==> src/rtl/bifrost_pkg.sv <==
// Shared constants for the bifrost glue logic: register map of the interrupt
// controller, the "nothing pending" vector code and the channel limit.
package bifrost_pkg;

  localparam logic [1:0] IRQ_REG_STATUS = 2'd0;
  localparam logic [1:0] IRQ_REG_MASK   = 2'd1;
  localparam logic [1:0] IRQ_REG_MODE   = 2'd2;
  localparam logic [1:0] IRQ_REG_VECTOR = 2'd3;

  localparam logic [7:0] IRQ_VECTOR_NONE = 8'h80;

  localparam int IRQ_MAX_CHANNELS = 8;

  // Lowest-numbered set bit wins; an empty source set yields IRQ_VECTOR_NONE.
  function automatic logic [7:0] irq_vector(input logic [7:0] src);
    logic [7:0] vec;
    vec = IRQ_VECTOR_NONE;
    for (int i = IRQ_MAX_CHANNELS - 1; i >= 0; i--) begin
      if (src[i]) vec = {5'b0, 3'(i)};
    end
    return vec;
  endfunction

endpackage

==> src/rtl/bifrost_irq_sync.sv <==
// One interrupt input: multi-flop synchroniser (idle high) followed by a
// history flop so the parent can see the cycle on which the request appears.
module bifrost_irq_sync
  import bifrost_pkg::*;
#(
  parameter int SYNC_STAGES = 2
) (
  input  logic clock,
  input  logic reset,
  input  logic irq_n,
  output logic req,
  output logic rise_req
);

  logic [SYNC_STAGES-1:0] sync;
  logic                   req_d;

  // Shift the raw line through the synchroniser and remember last cycle's req.
  always_ff @(posedge clock or negedge reset) begin
    if (!reset) begin
      sync  <= '1;
      req_d <= 1'b0;
    end else begin
      sync  <= {sync[SYNC_STAGES-2:0], irq_n};
      req_d <= req;
    end
  end

  assign req      = ~sync[SYNC_STAGES-1];
  assign rise_req = req & ~req_d;

endmodule

==> src/rtl/bifrost_irq.sv <==
// bifrost interrupt controller: synchronises active-low peripheral lines,
// latches (edge) or follows (level) them per channel, masks them and drives a
// single active-low IRQ plus a priority vector register for the ISR.
// Optional macro BIFROST_IRQ_NMI_EN turns the top channel into an edge-only
// NMI source with its own nmi_out_n output.
module bifrost_irq
  import bifrost_pkg::*;
#(
  parameter int CHANNELS    = 5,
  parameter int SYNC_STAGES = 2
) (
  input  logic                clock,
  input  logic                reset,
  input  logic [CHANNELS-1:0] irq_n,
  input  logic                cs,
  input  logic [1:0]          addr,
  input  logic                rw,
  input  logic [7:0]          wdata,
  output logic [7:0]          rdata,
  output logic                irq_out_n
`ifdef BIFROST_IRQ_NMI_EN
  ,
  output logic                nmi_out_n
`endif
);

`ifdef BIFROST_IRQ_NMI_EN
  localparam logic [CHANNELS-1:0] NMI_BIT = CHANNELS'(1) << (CHANNELS - 1);
`else
  localparam logic [CHANNELS-1:0] NMI_BIT = '0;
`endif

  logic [CHANNELS-1:0] req, rise_req;
  logic [CHANNELS-1:0] pending, pending_next;
  logic [CHANNELS-1:0] mask, mode;
  logic [CHANNELS-1:0] mode_wr, mode_chg, w1c, irq_src;
  logic [7:0]          pending8, mask8, mode8, src8;
  logic                wr;
  logic                unused_wdata;

  assign wr           = cs & ~rw;
  assign unused_wdata = ^wdata;

  // The NMI channel's mode bit is pinned to edge and cannot be written.
  assign mode_wr  = (wdata[CHANNELS-1:0] & ~NMI_BIT) | NMI_BIT;
  assign mode_chg = (wr && addr == IRQ_REG_MODE)   ? (mode ^ mode_wr)      : '0;
  assign w1c      = (wr && addr == IRQ_REG_STATUS) ? wdata[CHANNELS-1:0]   : '0;
  assign irq_src  = pending & mask & ~NMI_BIT;

  genvar gi;
  generate
    for (gi = 0; gi < CHANNELS; gi++) begin : g_chan
      bifrost_irq_sync #(
        .SYNC_STAGES(SYNC_STAGES)
      ) u_sync (
        .clock    (clock),
        .reset    (reset),
        .irq_n    (irq_n[gi]),
        .req      (req[gi]),
        .rise_req (rise_req[gi])
      );

      // A mode change discards stale state; level follows req; in edge mode
      // a new edge beats a simultaneous W1C.
      assign pending_next[gi] = mode_chg[gi] ? 1'b0 :
                                !mode[gi]    ? req[gi] :
                                rise_req[gi] ? 1'b1 :
                                w1c[gi]      ? 1'b0 : pending[gi];
    end
  endgenerate

  // Register file and the registered aggregate IRQ output.
  always_ff @(posedge clock or negedge reset) begin
    if (!reset) begin
      pending   <= '0;
      mask      <= '0;
      mode      <= NMI_BIT;
      irq_out_n <= 1'b1;
    end else begin
      pending   <= pending_next;
      irq_out_n <= ~|irq_src;
      if (wr && addr == IRQ_REG_MASK) mask <= wdata[CHANNELS-1:0];
      if (wr && addr == IRQ_REG_MODE) mode <= mode_wr;
    end
  end

`ifdef BIFROST_IRQ_NMI_EN
  // NMI output follows the masked pending state of the top channel.
  always_ff @(posedge clock or negedge reset) begin
    if (!reset) nmi_out_n <= 1'b1;
    else        nmi_out_n <= ~(pending[CHANNELS-1] & mask[CHANNELS-1]);
  end
`endif

  // Zero-extend the implemented channels to the 8-bit bus view.
  always_comb begin
    pending8 = '0;
    mask8    = '0;
    mode8    = '0;
    src8     = '0;
    pending8[CHANNELS-1:0] = pending;
    mask8[CHANNELS-1:0]    = mask;
    mode8[CHANNELS-1:0]    = mode;
    src8[CHANNELS-1:0]     = irq_src;
  end

  // Side-effect-free read mux; the bus reads zero when not selected.
  always_comb begin
    rdata = 8'h00;
    if (cs) begin
      case (addr)
        IRQ_REG_STATUS: rdata = pending8;
        IRQ_REG_MASK:   rdata = mask8;
        IRQ_REG_MODE:   rdata = mode8;
        default:        rdata = irq_vector(src8);
      endcase
    end
  end

endmodule

==> config.mk <==
export PLATFORM = sky130hd
export DESIGN_NAME = bifrost_irq
export DESIGN_NICKNAME = d
export VERILOG_FILES = /design/src/rtl/bifrost_pkg.sv /design/src/rtl/bifrost_irq_sync.sv /design/src/rtl/bifrost_irq.sv
export SDC_FILE = /design/constraint.sdc
export NUM_CORES = 1
export LEC_CHECK = 0
export BUFFER_PORTS_ARGS = -buffer_cell sky130_fd_sc_hd__buf_2
export CORE_MARGIN = 10
export CORE_UTILIZATION = 35
export CTS_CLUSTER_DIAMETER = 80
export DETAILED_ROUTE_END_ITERATION = 6
export PLACE_DENSITY = 0.64
export SLEW_MARGIN = 20
export SYNTH_ARGS = -nofsm -noshare
export SYNTH_HDL_FRONTEND = slang
export SYNTH_HIERARCHICAL = 1
export SYNTH_SLANG_ARGS = --single-unit
==> constraint.sdc <==
create_clock -name clock -period 1.5 [get_ports clock]
set_input_delay 0 -clock clock [delete_from_list [all_inputs] [get_ports clock]]
set_output_delay 0 -clock clock [all_outputs]
set_load 0.01 [all_outputs]
==> metrics.md, run 1 <==
| Metric | Value |
|---|---|
| CP Launch Type | flip-flop |
| Post-synth EDFFs | 0 |
| Initial antenna violation count | 0 |
| Total number of vias | 1,122 |
| Post-synthesis average cell area | 11.3 um2 |
| Initial Util | 0.360 |
| Layout area overhead | 31.5% |
| Setup TNS | -244 ps |
| Finish-stage setup viols | 2 |
| Port bufs | 22 |
| Met1 GRT Util | 0.118 |
| Fmax | 604 MHz |
| Unique cell type count in the Yosys netlist | 32 |
| Clk_skew | 6.22 ps |
| Clk Latency, worst-skew pair | 280 ps |
| Worst slew pin tran | 677 ps |
| ANT nets after route | 0 |
| Largest net degree at the start of global routing | 32 |
| Top-count cell post-synth | dfrtp_1 |
| Gate count of the mapped netlist | 127 |
| Io pins | 28 |
| RSZ-0062 raised after global routing | yes |
| Fin nets | 194 |
| Crit path kind | flip-flop to primary output |
| Tot Pwr | 2.32 mW |
| 1st-iter DRT viols | 86 |
| Top_reg_cell synth | dfrtp_1 |
| Largest stage delay on the critical path | 380 ps |
| Yosys top cell by area | dfrtp_1 |
| Setup WS post-layout | -156 ps |
| Num CTS Buffers | 5 |
| Sequential share of the synthesized area | 0.548 |
| CTS tree | built |
| Final Critical Period | 1660 ps |
| H-Tree Depth | 2 |
| Maximum vdd ir drop | 0.000598 V |
| Power per cell area | 1220 nW/um2 |
| Crit-path cells | a22o_1 -> a221oi_2 -> a21boi_2 -> and4_1 -> buf_6 |
| First-pass DRT Iterations | 4 |
| Routed length per placed instance | 14.6 um |
| Relative slew slack | 0.549 |
| DRC viols | 0 |
| Core area | 4000 um2 |
| Diode count | 0 |
| HP Class | primary input to async pin |
| Met3 Resource Use GR | 0.0261 |
| DP Wirelength | 2350 um |
| Failing checks | negative setup slack |
| Slowest CP cell | dfrtp_1 |
| Routability congestion estimate | 0.808 |
| Row count | 23 |
| CP required | 1500 ps |
| MaxCap Viol Count | 0 |
| Fin crit share | 1.10 |
| Root Driver | clkbuf_8 |
| Largest cells by area after synthesis | dfrtp_1, dfstp_2, mux2_2, nand2_1, a21boi_2 |
| Total Die Area | 7090 um2 |
| Clock sink total | 31 |
| Non-Filler Instances | 226 |
| Detail-routed via count per cell | 4.96 |
| Synth Register Bits | 31 |
| Die height | 84.2 um |
| Synth top cells by count | dfrtp_1, nand2_1, dfstp_2 |
| Status | finished with violations |
| Worst-case clock buffer depth | 2 |
| Critical Path Sink Type | primary output |
| Worst r2r path cells | 5 |
| Placed Instances | 203 |
| Slew Viols, Final | 0 |
| Met2 Resource Use GR | 0.154 |
| Final hold violations | 0 |
| Post-detailed-routing wire length | 3310 um |
| Total gr overflow | 0 |
| GRT Overall Usage | 0.0973 |
| Most Crowded Layer GR | met2 |
| Asr flop ratio synth | 1.00 |
| Crit path DAT | 1660 ps |
| Leakage Power | 0.852 nW |
| Fill cells | 349 |
| YS warnings | 6 |
| Die W | 84.2 um |
| Ratio of cells with drive above 1 in the final layout | 0.386 |
| Max FO, Critical Path | 2 |
| Vias in the first global route | 1,229 |
| Mapped cell area | 1440 um2 |
| Synth top area share | 0.347 |
| Reg clk slew, reported paths | 70 ps |
| Global-route wire length before repair | 5700 um |
## worst paths after layout
path,startpoint,to,slack [ps]
setup / recovery,pending[3],rdata[7],-160
max in group asynchronous,reset,g_chan[2].u_sync/req_d,760
setup reg to reg,pending[3],irq_out_n,180
min in group clock,addr[0],mode[1],320
hold / removal,reset,mode[4],290
hold reg to reg,g_chan[3].u_sync/sync[0],g_chan[3].u_sync/sync[1],350
## metrics by stage
stage	setup WS, ps	hold WS [ps]	instance area [um2]	utilization
floorplan	200	-296	1450	-
global placement	81.8	69.2	1640	0.411
detailed placement	39.9	79.9	1640	0.411
CTS	-138	319	1870	0.469
global route	-230	354	1900	0.474
finish	-156	290	1900	0.474
## sequential cells by signal, indices dropped and copies added, names as in the netlist
name,flops
irq_out_n,1
pending,5
g_chan.u_sync/req_d,5
g_chan.u_sync/sync,10
mask,5
mode,5
## cell families (layout without fill, tap and decap cells)
family,Yosys count,count (layout),share of synthesized area
flip-flops,31,31,0.548
multiplexers,10,10,0.0764
buffers and inverters,10,58,0.0373
AND/OR/NAND/NOR,40,40,0.139
other,1,2,0.00260
AO/OA/AOI/OAI,35,35,0.197
## critical path: cells and delay by family (launching register included)
family	cells	cell delay, ps
compound gates	3	690
flops	1	380
simple gates	1	210
buf+inv	1	100
## area by class of cell
cell class	count	area (um2)	area share
tap	50	62.6	0.0330
clock buffer	8	100	0.0528
sequential	31	790	0.417
timing repair buffer	45	317	0.167
multi-input combinational	87	608	0.321
inverter	5	18.8	0.00990
## metal layers
layer | part of all wire | vias up
met5 | 0 | -
met4 | 0.015 | 0
met3 | 0.051 | 5
met2 | 0.47 | 28
met1 | 0.46 | 539
li1 | - | 550
## power breakdown
group | switching [mW] | leakage, nW | total (mW) | internal, mW
combinational | 0.239 | 0.446 | 0.544 | 0.305
clock | 0.298 | 0.0515 | 0.716 | 0.418
sequential | 0.0931 | 0.354 | 1.06 | 0.968
## what timing repair did
action / CTS / global route
pin swaps: 4 / 2
hold buffers: 11 / 0
endpoints found under the hold margin: 35 / 0
resized for setup: 1 / 1
endpoints found under the setup margin: 2 / 4
setup buffers: 2 / 2
## cells in the final DEF, fill, tap and decap left out, types with 5 or more instances in the layout
cell type	count
a21boi_2	6
buf_2	21
buf_4	12
clkbuf_8	7
dfrtp_1	20
dfstp_2	11
dlygate4sd3_1	11
inv_1	5
mux2_2	8
nand2_1	18
nand2b_1	7
nor2_1	6
o211ai_1	5
o21a_1	5
o221ai_1	7
Note: power is estimated with default switching activity, not from simulation.
==> inputs of run 2 (changes only) <==
- CORE_UTILIZATION: 35 -> 32
- CTS_CLUSTER_SIZE: not set -> 20
- PLACE_DENSITY: 0.64 -> 0.6
==> metrics.md, run 2 (same netlist as run 1, synthesis figures left out) <==
| Metric | Value |
|---|---|
| Num CTS Buffers | 5 |
| Met3 Resource Use GR | 0.0375 |
| Critical Path Sink Type | primary output |
| Die W | 87.1 um |
| Reg clk slew, reported paths | 60 ps |
| Max FO, Critical Path | 2 |
| Biggest register | g_chan.u_sync/sync |
| Root Driver | clkbuf_8 |
| 1st-iter DRT viols | 42 |
| MaxCap Viol Count | 0 |
| ANT nets after route | 0 |
| Die height | 87.1 um |
| Core area | 4350 um2 |
| Fin crit share | 1.09 |
| Routed length per placed instance | 15.3 um |
| Crit path kind | flip-flop to primary output |
| DP Wirelength | 2400 um |
| Largest net degree at the start of global routing | 32 |
| Ratio of cells with drive above 1 in the final layout | 0.385 |
| Diode count | 0 |
| Fmax | 610 MHz |
| Global-route wire length before repair | 5690 um |
| HP Class | primary input to async pin |
| Failing checks | negative setup slack |
| Total number of vias | 1,135 |
| Io pins | 28 |
| Relative slew slack | 0.540 |
| Setup WS post-layout | -140 ps |
| Most frequent cells in the layout | buf_2, dfrtp_1, nand2_1 |
| Hold slack final | 296 ps |
| CP required | 1500 ps |
| Core Util, Final | 0.434 |
| FF-to-FF Start | mask[3] |
| Worst slew pin tran | 690 ps |
| Clk_skew | 3.28 ps |
| CTS tree | built |
| H-Tree Depth | 2 |
| RSZ-0062 raised after global routing | yes |
| Status | finished with violations |
| Layout area overhead | 31.1% |
| Most Crowded Layer GR | met2 |
| Row count | 24 |
| Setup TNS | -245 ps |
| Port bufs | 22 |
| RR Endpoint | irq_out_n |
| Vias in the first global route | 1,180 |
| Detail-routed via count per cell | 5.02 |
| Total Die Area | 7590 um2 |
| Routability congestion estimate | 0.785 |
| DRC viols | 0 |
| Crit path DAT | 1640 ps |
| CP Launch Type | flip-flop |
| Post-detailed-routing wire length | 3450 um |
| Setup crit start | mask[3] |
| Clock sink total | 31 |
| Worst-case clock buffer depth | 2 |
| Tot Pwr | 2.31 mW |
| GRT Overall Usage | 0.0951 |
| Non-Filler Instances | 226 |
| Met2 Resource Use GR | 0.159 |
| Slew Viols, Final | 0 |
| Fin nets | 192 |
| Leakage Power | 0.844 nW |
| First-pass DRT Iterations | 4 |
| Placed Instances | 204 |
| Most common cell after layout, fill and taps aside | buf_2 |
| Met1 GRT Util | 0.103 |
| Initial antenna violation count | 0 |
| Total gr overflow | 0 |
| Finish-stage setup viols | 2 |
| Final Critical Period | 1640 ps |
| Final hold violations | 0 |
| Clk Latency, worst-skew pair | 280 ps |
| Number of flip-flops in the largest register | 10 |
| Power per cell area | 1220 nW/um2 |
| R2R setup slack | 290 ps |
| Initial Util | 0.331 |
| Worst r2r path cells | 4 |
| Maximum vdd ir drop | 0.000565 V |
[run 2: cell count changes in the layout (fill, tap and decap cells not counted), sizes merged]
cell  previous run  this run
buf             34        32
[run 2: power by group]
part           total (mW)  switching, mW  leakage [nW]  internal, mW
Sequential           1.07          0.106         0.354         0.968
Combinational       0.522          0.227         0.438         0.295
Clock               0.717          0.299        0.0515         0.418
Total                2.31          0.631         0.844          1.68
[run 2: timing repair]
| item | 4_1_cts | 5_1_grt |
|---|---|---|
| hold buffers | 11 | 0 |
| buffers inserted | 2 | 1 |
| resized for setup | 1 | 3 |
| hold endpoints to repair | 35 | 0 |
| setup endpoints to repair | 2 | 4 |
| pin swaps | 2 | 5 |
| gates cloned | 0 | 0 |
[run 2: worst max-delay path: stages, from the launching register on]
cell and delay (ps):
dfrtp_1 380, a22o_1 250, a221oi_2 210, a21boi_2 210
and4_1 190, buf_2 130
[run 2: cell type report]
type | instances | area (um2)
Fill cell | 411 | 2460
Sequential cell | 31 | 790
Multi-Input combinational cell | 87 | 613
Timing Repair Buffer | 43 | 303
Clock buffer | 8 | 100
Tap cell | 52 | 65.1
Inverter | 5 | 18.8
[run 2: worst max-delay path by stage]
stage,endpoint,depth (start not counted),slack (ps)
6_report,rdata[7],5,-140
5_1_grt,rdata[7],5,-280
4_1_cts,rdata[7],5,-160
3_5_place_dp,rdata[7],5,50
3_3_place_gp,rdata[7],5,70
2_1_floorplan,rdata[7],4,200
[run 2: metrics by stage]
stage	worst slack, ps	area (um2)
finish	-140	1890
global route	-277	1890
CTS	-156	1870
detailed placement	45.3	1640
global placement	73.0	1640
floorplan	200	1450
[run 2: routing by layer]
metal / part of all wire / wire, um / vias to the layer above
li1: - / - / 547
met1: 0.43 / 1470 / 554
met2: 0.49 / 1710 / 28
met3: 0.062 / 214 / 6
met4: 0.016 / 55 / 0
met5: 0 / 0 / -
